[src/rtl/wave_generator_pkg.sv]
// rtl/wave_generator_pkg.sv - shared waveform mode and phase types
package wave_generator_pkg;

    typedef enum logic [1:0] {
        MODE_TRI      = 2'd0,
        MODE_SAW_UP   = 2'd1,
        MODE_SAW_DOWN = 2'd2,
        MODE_SQUARE   = 2'd3
    } mode_t;

    typedef enum logic {
        PH_UP   = 1'b0,
        PH_DOWN = 1'b1
    } phase_t;

endpackage

[src/rtl/wave_generator_step.sv]
// rtl/wave_generator_step.sv - clamped next-value arithmetic (module wave_step_unit)
module wave_step_unit #(
    parameter int N = 8
) (
    input  logic [N-1:0] out,
    input  logic [N-1:0] lo,
    input  logic [N-1:0] hi,
    input  logic [N-1:0] step,
    input  logic         dir,
    output logic [N-1:0] next,
    output logic         at_limit
);

    logic [N-1:0] step_eff;
    logic [N:0]   sum;
    logic [N:0]   diff;

    // One extra bit so overflow past 2^N and underflow below 0 clamp instead of wrapping
    always_comb begin
        step_eff = (step == '0) ? N'(1) : step;
        sum      = {1'b0, out} + {1'b0, step_eff};
        diff     = {1'b0, out} - {1'b0, step_eff};
        if (dir) begin
            at_limit = (out == lo);
            next     = (diff[N] || (diff[N-1:0] <= lo)) ? lo : diff[N-1:0];
        end else begin
            at_limit = (out == hi);
            next     = (sum >= {1'b0, hi}) ? hi : sum[N-1:0];
        end
    end

endmodule

[src/rtl/wave_generator.sv]
// rtl/wave_generator.sv - TRI/SAW/SQUARE waveform generator; WAVE_GENERATOR_PERIOD_PULSE_EN adds period_pulse
module wave_generator
    import wave_generator_pkg::*;
#(
    parameter int N = 8
) (
    input  logic         clk,
    input  logic         rst,
    input  logic         ena,
    input  logic         cfg_valid,
    output logic         cfg_ready,
    input  logic [1:0]   cfg_mode,
    input  logic [N-1:0] cfg_lo,
    input  logic [N-1:0] cfg_hi,
    input  logic [N-1:0] cfg_step,
    output logic [N-1:0] out,
    output logic         dir
`ifdef WAVE_GENERATOR_PERIOD_PULSE_EN
    ,
    output logic         period_pulse
`endif
);

    mode_t        mode, mode_n, pend_mode;
    phase_t       phase, phase_n;
    logic [N-1:0] lo, hi, step, lo_n, hi_n, step_n;
    logic [N-1:0] val, val_n, out_n;
    logic [N-1:0] pend_lo, pend_hi, pend_step;
    logic         pend_valid;
    logic         degen, boundary, apply;
    logic [N-1:0] fwd_next, rev_next;
    logic         fwd_limit, rev_limit_unused;

    // Forward step in the current phase, and the reversed step used on TRI turnarounds
    wave_step_unit #(.N(N)) u_fwd (
        .out      (val),
        .lo       (lo),
        .hi       (hi),
        .step     (step),
        .dir      (phase == PH_DOWN),
        .next     (fwd_next),
        .at_limit (fwd_limit)
    );

    wave_step_unit #(.N(N)) u_rev (
        .out      (val),
        .lo       (lo),
        .hi       (hi),
        .step     (step),
        .dir      (phase == PH_UP),
        .next     (rev_next),
        .at_limit (rev_limit_unused)
    );

    always_comb begin
        mode_n   = mode;
        lo_n     = lo;
        hi_n     = hi;
        step_n   = step;
        val_n    = val;
        phase_n  = phase;
        boundary = 1'b0;
        degen    = (lo >= hi);

        if (ena && !degen) begin
            case (mode)
                MODE_SAW_UP: begin
                    if (fwd_limit) begin
                        val_n    = lo;
                        boundary = 1'b1;
                    end else begin
                        val_n = fwd_next;
                    end
                end
                MODE_SAW_DOWN: begin
                    if (fwd_limit) begin
                        val_n    = hi;
                        boundary = 1'b1;
                    end else begin
                        val_n = fwd_next;
                    end
                end
                default: begin
                    if (fwd_limit) begin
                        val_n    = rev_next;
                        phase_n  = (phase == PH_UP) ? PH_DOWN : PH_UP;
                        boundary = (phase == PH_DOWN);
                    end else begin
                        val_n = fwd_next;
                    end
                end
            endcase
        end

        // A pending config overrides the normal step on the edge it lands
        apply = pend_valid && (!ena || boundary);
        if (apply) begin
            mode_n = pend_mode;
            lo_n   = pend_lo;
            hi_n   = pend_hi;
            step_n = pend_step;
            if ((pend_mode == MODE_SAW_DOWN) && (pend_lo < pend_hi)) begin
                val_n   = pend_hi;
                phase_n = PH_DOWN;
            end else begin
                val_n   = pend_lo;
                phase_n = PH_UP;
            end
        end

        if (mode_n == MODE_SQUARE) begin
            out_n = (phase_n == PH_DOWN) ? hi_n : lo_n;
        end else begin
            out_n = val_n;
        end
    end

    always_ff @(posedge clk) begin
        if (rst) begin
            mode       <= MODE_TRI;
            lo         <= '0;
            hi         <= '1;
            step       <= N'(1);
            val        <= '0;
            phase      <= PH_UP;
            out        <= '0;
            pend_valid <= 1'b0;
            pend_mode  <= MODE_TRI;
            pend_lo    <= '0;
            pend_hi    <= '0;
            pend_step  <= '0;
        end else begin
            mode  <= mode_n;
            lo    <= lo_n;
            hi    <= hi_n;
            step  <= step_n;
            val   <= val_n;
            phase <= phase_n;
            out   <= out_n;
            if (cfg_valid && cfg_ready) begin
                pend_valid <= 1'b1;
                pend_mode  <= mode_t'(cfg_mode);
                pend_lo    <= cfg_lo;
                pend_hi    <= cfg_hi;
                pend_step  <= cfg_step;
            end else if (apply) begin
                pend_valid <= 1'b0;
            end
        end
    end

    assign cfg_ready = !pend_valid;
    assign dir       = (phase == PH_DOWN);

`ifdef WAVE_GENERATOR_PERIOD_PULSE_EN
    always_ff @(posedge clk) begin
        if (rst) begin
            period_pulse <= 1'b0;
        end else begin
            period_pulse <= boundary;
        end
    end
`endif

endmodule
[config.mk]
export PLATFORM = sky130hd
export DESIGN_NAME = wave_generator
export DESIGN_NICKNAME = d
export VERILOG_FILES = /design/src/rtl/wave_generator_pkg.sv /design/src/rtl/wave_generator_step.sv /design/src/rtl/wave_generator.sv
export SDC_FILE = /design/constraint.sdc
export NUM_CORES = 1
export LEC_CHECK = 0
export ABC_AREA = 0
export BUFFER_PORTS_ARGS = -buffer_cell sky130_fd_sc_hd__buf_4
export CAP_MARGIN = 20
export CORE_MARGIN = 10
export CORE_UTILIZATION = 63
export CTS_CLUSTER_SIZE = 20
export DETAILED_ROUTE_END_ITERATION = 10
export HOLD_SLACK_MARGIN = 0.02
export PLACE_DENSITY = 0.79
export SYNTH_ARGS = -nofsm -noshare
export SYNTH_HDL_FRONTEND = slang
export SYNTH_HIERARCHICAL = 1
export SYNTH_SLANG_ARGS = --single-unit
[constraint.sdc]
create_clock -name clk -period 4.95 [get_ports clk]
set_clock_uncertainty 0.05 [all_clocks]
set_input_delay 0.7425 -clock clk [delete_from_list [all_inputs] [get_ports clk]]
set_output_delay 0.7425 -clock clk [all_outputs]
set_load 0.005 [all_outputs]
# After elaboration in Yosys (flattened, before gate mapping)
# Cells that the tools add are included.
[totals]
reg_bits = 70
input_bits = 30
output_inout_bits = 10
[classes]
magnitude_cmp = 4
eq_ne = 6
addsub = 2
reduce_logical = 12
mux = 30
[ops]
columns = ["op", "count"]
rows = [
  ["8-bit 2-to-1 mux", 15],
  ["8-bit equality test", 2],
  ["8-bit one-hot mux with 2 select lines", 1],
  ["1-bit 2-to-1 mux", 13],
  ["8-bit by 8-bit adder with 9-bit output", 1],
  ["9-bit by 8-bit greater-or-equal comparator with 1-bit output", 1],
  ["8-bit by 8-bit subtractor with 9-bit output", 1],
  ["8-bit greater-or-equal comparator", 1],
  ["8-bit less-or-equal comparator", 1],
  ["8-bit zero test", 1],
  ["8-bit < comparator", 1],
  ["2-bit equality test (second input constant)", 3],
  ["1-bit logical AND", 4],
  ["1-bit zero test", 3],
  ["2-bit by 1-bit equality test with 1-bit output (second input constant)", 1],
  ["1-bit logical OR", 2],
  ["2-bit 2-to-1 mux", 1],
  ["2-bit nonzero test", 1],
  ["2-bit OR reduction", 1],
]

# Longest topological paths before layout
[depth]
word_depth = 12
mapped_depth = 21
ltp_nobuf = 20

# Hierarchy
# Netlist, hierarchy kept.
[by_module_without_submodules]
columns = ["module", "seq_area_each_um2", "area_each_um2", "cells_each", "instances"]
rows = [
  ["wave_generator", 1401.3, 3404.5, 411, 1],
  ["wave_step_unit at u_rev", 0.0, 1694.1, 216, 1],
  ["wave_step_unit at u_fwd", 0.0, 1676.6, 210, 1],
]

# Worst setup path before layout
# No wires, ideal clock.
[synth_path]
kind = "reg2reg"
startpoint = "register step[1]"
endpoint = "register out[7]"
slack_ps = 806
stages_incl_launch_ff = 21
arrival_time_ps = 3981
period_less_slack_ps = 4144
path_cell_list = "dfxtp_1 > nor4_1 > a41o_1 > ha_1 > fa_1 > nand2b_1 > a211oi_1 > nor4b_1 > a211oi_1 > ha_1 > nand4_1 > o221ai_1 > a311oi_4 > nand2_4 > o311a_1 > a21oi_1 > o22ai_1 > a21oi_1 > mux2i_1 > and3_1 > a2111oi_1"
[synth_between]
elab_chain_len = 12
[synth_lines]
columns = ["element", "line", "source"]
rows = [
  ["start, declared", "wave_generator.sv:26", "logic [N-1:0] lo, hi, step, lo_n, hi_n, step_n;"],
  ["start signal, assigned", "wave_generator.sv:136", "step <= step_n;"],
  ["8-bit zero test", "wave_generator_step.sv:20", "step_eff = (step == '0) ? N'(1) : step;"],
  ["8-bit 2-to-1 mux *", "wave_generator_step.sv:20", ""],
  ["8-bit by 8-bit subtractor with 9-bit output", "wave_generator_step.sv:22", "diff = {1'b0, out} - {1'b0, step_eff};"],
  ["8-bit less-or-equal comparator", "wave_generator_step.sv:25", "next = (diff[N] || (diff[N-1:0] <= lo)) ? lo : diff[N-1:0];"],
  ["1-bit logical OR", "wave_generator_step.sv:25", ""],
  ["8-bit 2-to-1 mux", "wave_generator_step.sv:25", ""],
  ["8-bit 2-to-1 mux *", "wave_generator_step.sv:23", "if (dir) begin"],
  ["named net rev_next[7]", "wave_generator.sv:31", "logic [N-1:0] fwd_next, rev_next;"],
  ["8-bit 2-to-1 mux *", "wave_generator.sv:84", "if (fwd_limit) begin"],
  ["8-bit one-hot mux with 2 select lines *", "wave_generator.sv:66", "case (mode)"],
  ["8-bit 2-to-1 mux *", "wave_generator.sv:65", "if (ena && !degen) begin"],
  ["8-bit 2-to-1 mux *", "wave_generator.sv:97", "if (apply) begin"],
  ["8-bit 2-to-1 mux *", "wave_generator.sv:111", "if (mode_n == MODE_SQUARE) begin"],
  ["end signal, assigned", "wave_generator.sv:139", "out <= out_n;"],
  ["end, declared", "wave_generator.sv:16", "output logic [N-1:0] out,"],
]
# The timed path passes the listed nets; every way through them passes the cells marked *.
# A chain may end at the register's enable or synchronous reset.

# Worst setup path in the final report
[layout_path]
startpoint = "register step[7]"
endpoint = "register out[7]"
# Same word-level chain as after synthesis.

==> results.py <==
metrics = {
    "die": {
        "start_util_pct": 64.4,
        "io_pins": 40,
        "floorplan.rows": 37,
        "die_h_um": 122,
        "die_area_sq_um": 15000,
        "coreArea_sq_um": 10300,
        "die_x_um": 122,
    },
    "drt": {
        "drt-total-wl_um": 20400,
        "drc_errors": 0,
        "drt_iter0_markers": 577,
        "wl_per_cell_um": 20.6,
        "via_per_inst": 6.38,
        "antenna_left": 0,
        "vias": 6325,
        "drt_pass1_iterations": 5,
    },
    "yosys": {
        "synth_warnings": 6,
        "syn_avg_cell_area_sq_um": 8.09,
        "synth_nets": 938,
        "syn_area_sq_um": 6610,
        "synthCells": 818,
    },
    "power_and_ir_drop": {
        "clkPwrFrac_pct": 27.7,
        "seqPwrFrac_pct": 31.3,
        "intPower_mw": 1.32,
        "power.density_nw_per_um2": 281,
        "p_switching_uw": 758,
        "total_power_mw": 2.08,
        "p_leak_nw": 3.24,
        "switching_share_pct": 36.4,
        "ir_worst_vdd_mv": 0.249,
        "p_comb_share_pct": 41.0,
    },
    "grt": {
        "overflow": 0,
        "grt_pass1_vias": 6259,
        "grt_pass1_wl_um": 31800,
        "grt_max_degree": 63,
        "grt_use_total_pct": 26.5,
        "antenna_found_initial": 0,
    },
    "worst_setup_path": {
        "required_ns": 5.15,
        "crit_arrival_ns": 5.03,
        "slowest_stage": "a311oi_4",
        "critPathMaxStageDelay_ns": 0.38,
        "crit_chain": "buf_4, nor4_2, a41o_1, ha_2, fa_2, nand2b_1, a211oi_2, nor4b_1, a211oi_2, ha_1, nand4_1, o221ai_2, a311oi_4, nand2_4, o311a_4, a21oi_1, o22ai_1, a21oi_1, mux2i_1, and3_1, a2111oi_4",
        "cp-start-kind": "register",
        "critPathKind": "reg2reg",
        "end_kind": "register",
        "worstPathMaxFanout": 8,
    },
    "layout": {
        "num_antenna_cells": 0,
        "syn_to_final_growth_pct": 11.9,
        "fillerInstances": 830,
        "postLayoutCoreUtil_pct": 72.0,
        "nNetsFinal": 970,
        "drive_gt1_share_pct": 14.6,
        "multiInputGateArea_sq_um": 4790,
        "regArea_sq_um": 1400,
        "finalInstanceArea_sq_um": 7400,
    },
    "placement": {
        "place_hpwl_um": 14900,
        "post_dp_cell_area_sq_um": 7030,
        "gp_congestion": 0.991,
        "io_buffers": 39,
    },
    "timing": {
        "hold_slack_ns": 0.402,
        "finalCritPeriodShare_pct": 97.5,
        "final_max_slew_viol_count": 0,
        "slew-limit-headroom_pct": 28.8,
        "finalHoldViolCount": 0,
        "fmax_mhz": 207,
        "tns_ns": 0,
        "setup_violations": 0,
        "final.min_clock_period_ns": 4.83,
        "tightest_slew_ns": 1.06,
    },
    "clock_tree": {
        "cts_tree": "built",
        "insertion_delay_ns": 0.36,
        "clock-root-buffer": "clkbuf_8",
        "clkTransAtPathRegs_ns": 0.08,
        "htree_levels": 3,
        "cts_buffers": 9,
        "clock_sinks": 70,
        "hold_buffers": 0,
        "clk_path_buf_depth": 2,
    },
    "outcome": {
        "status": "finished, final reports clean",
    },
    "run": {
        "cap_violations": 0,
    },
    "worst_hold_path": {
        "hold_path.class": "reg2reg",
    },
}
state kept, by name, indices dropped and copies added (netlist names), 8 cells and up:
signal     count
hi             8
lo             8
step           8
val            8
out            8
pend_hi        8
pend_step      8
pend_lo        8
metal layers:
metal  vias to the layer above  routed length [um]  track usage [%]
li1                       2971                   -                -
met1                      2943                8330             32.0
met2                       336                9480             44.2
met3                        75                1710             5.65
met4                         0                 871             12.4
met5                         -                   0                0
placed cells by master, fill, tap and decap left out, types with 3 or more instances in the layout:
master,count
inv_1,77
or4_1,3
nor4b_1,7
xor2_1,12
nand2b_1,10
o21a_1,4
ha_1,85
nor3_1,7
a22oi_1,9
o21ai_0,12
a21o_1,4
a21oi_1,77
o211ai_1,12
a211oi_1,17
xnor2_1,12
nand2_1,119
mux2i_1,59
buf_4,63
o22ai_1,8
a211oi_2,3
o21bai_1,3
a2111oi_1,4
fa_1,3
nor2b_1,12
nand3_1,10
o31a_1,3
nand4_1,8
or2_2,3
dfxtp_1,69
bufinv_16,3
nor2_1,35
a21oi_4,3
clkbuf_8,10
and3_1,8
nor4_1,4
power groups by stage:
stage	Combinational, mW	Clock (mW)	Sequential [mW]
after floorplan	0.621	0	0.644
after global placement	0.778	0	0.664
after detailed placement	0.810	0	0.664
after CTS	0.819	0.574	0.651
after global routing	0.927	0.599	0.653
final	0.853	0.577	0.652
timing repair:
| action | in CTS | in global routing |
|---|---|---|
| endpoints found under the setup margin | 1 | 5 |
| setup buffers | 0 | 3 |
| gates resized for setup | 2 | 12 |
| pin swaps | 0 | 5 |
| hold endpoints to repair | 0 | 0 |
| gates cloned | 0 | 0 |
cell type report:
cell class / count / area share [%]
multi-input cells: 626 / 64.6
flip-flops and latches: 70 / 18.9
repair buffers: 64 / 6.76
inverters: 79 / 4.01
well taps: 136 / 2.30
clock buffers: 11 / 1.91
clock inverters: 5 / 1.44
worst max-delay path, delay by kind of cell, from the launching register on:
kind | cells | cell delay, ns
buffers and inverters | 1 | 0.17
DFF | 1 | 0.33
and+or+nand+nor | 6 | 1.00
AOI/OAI and AO/OA | 10 | 2.32
muxes | 1 | 0.13
adders and majority gates | 3 | 0.72
stage by stage:
stage,setup slack [ns],std cells
after floorplan,0.810,818
after CTS,0.0362,987
final,0.124,991
after global placement,0.104,971
after global routing,-0.0754,991
after detailed placement,0.0399,971
worst paths after layout:
check / from / to / slack [ns] / cells past startpoint
setup / recovery: step[7]$_SDFFE_PP0N_ / out[7]$_SDFF_PP0_ / 0.12 / 21
hold / removal: pend_step[4]$_SDFFE_PP0P_ / step[4]$_SDFFE_PP0N_ / 0.40 / 2
setup reg to reg: step[7]$_SDFFE_PP0N_ / out[7]$_SDFF_PP0_ / 0.12 / 21
hold reg to reg: pend_step[4]$_SDFFE_PP0P_ / step[4]$_SDFFE_PP0N_ / 0.40 / 2
Power figures use the tool's default switching activity.
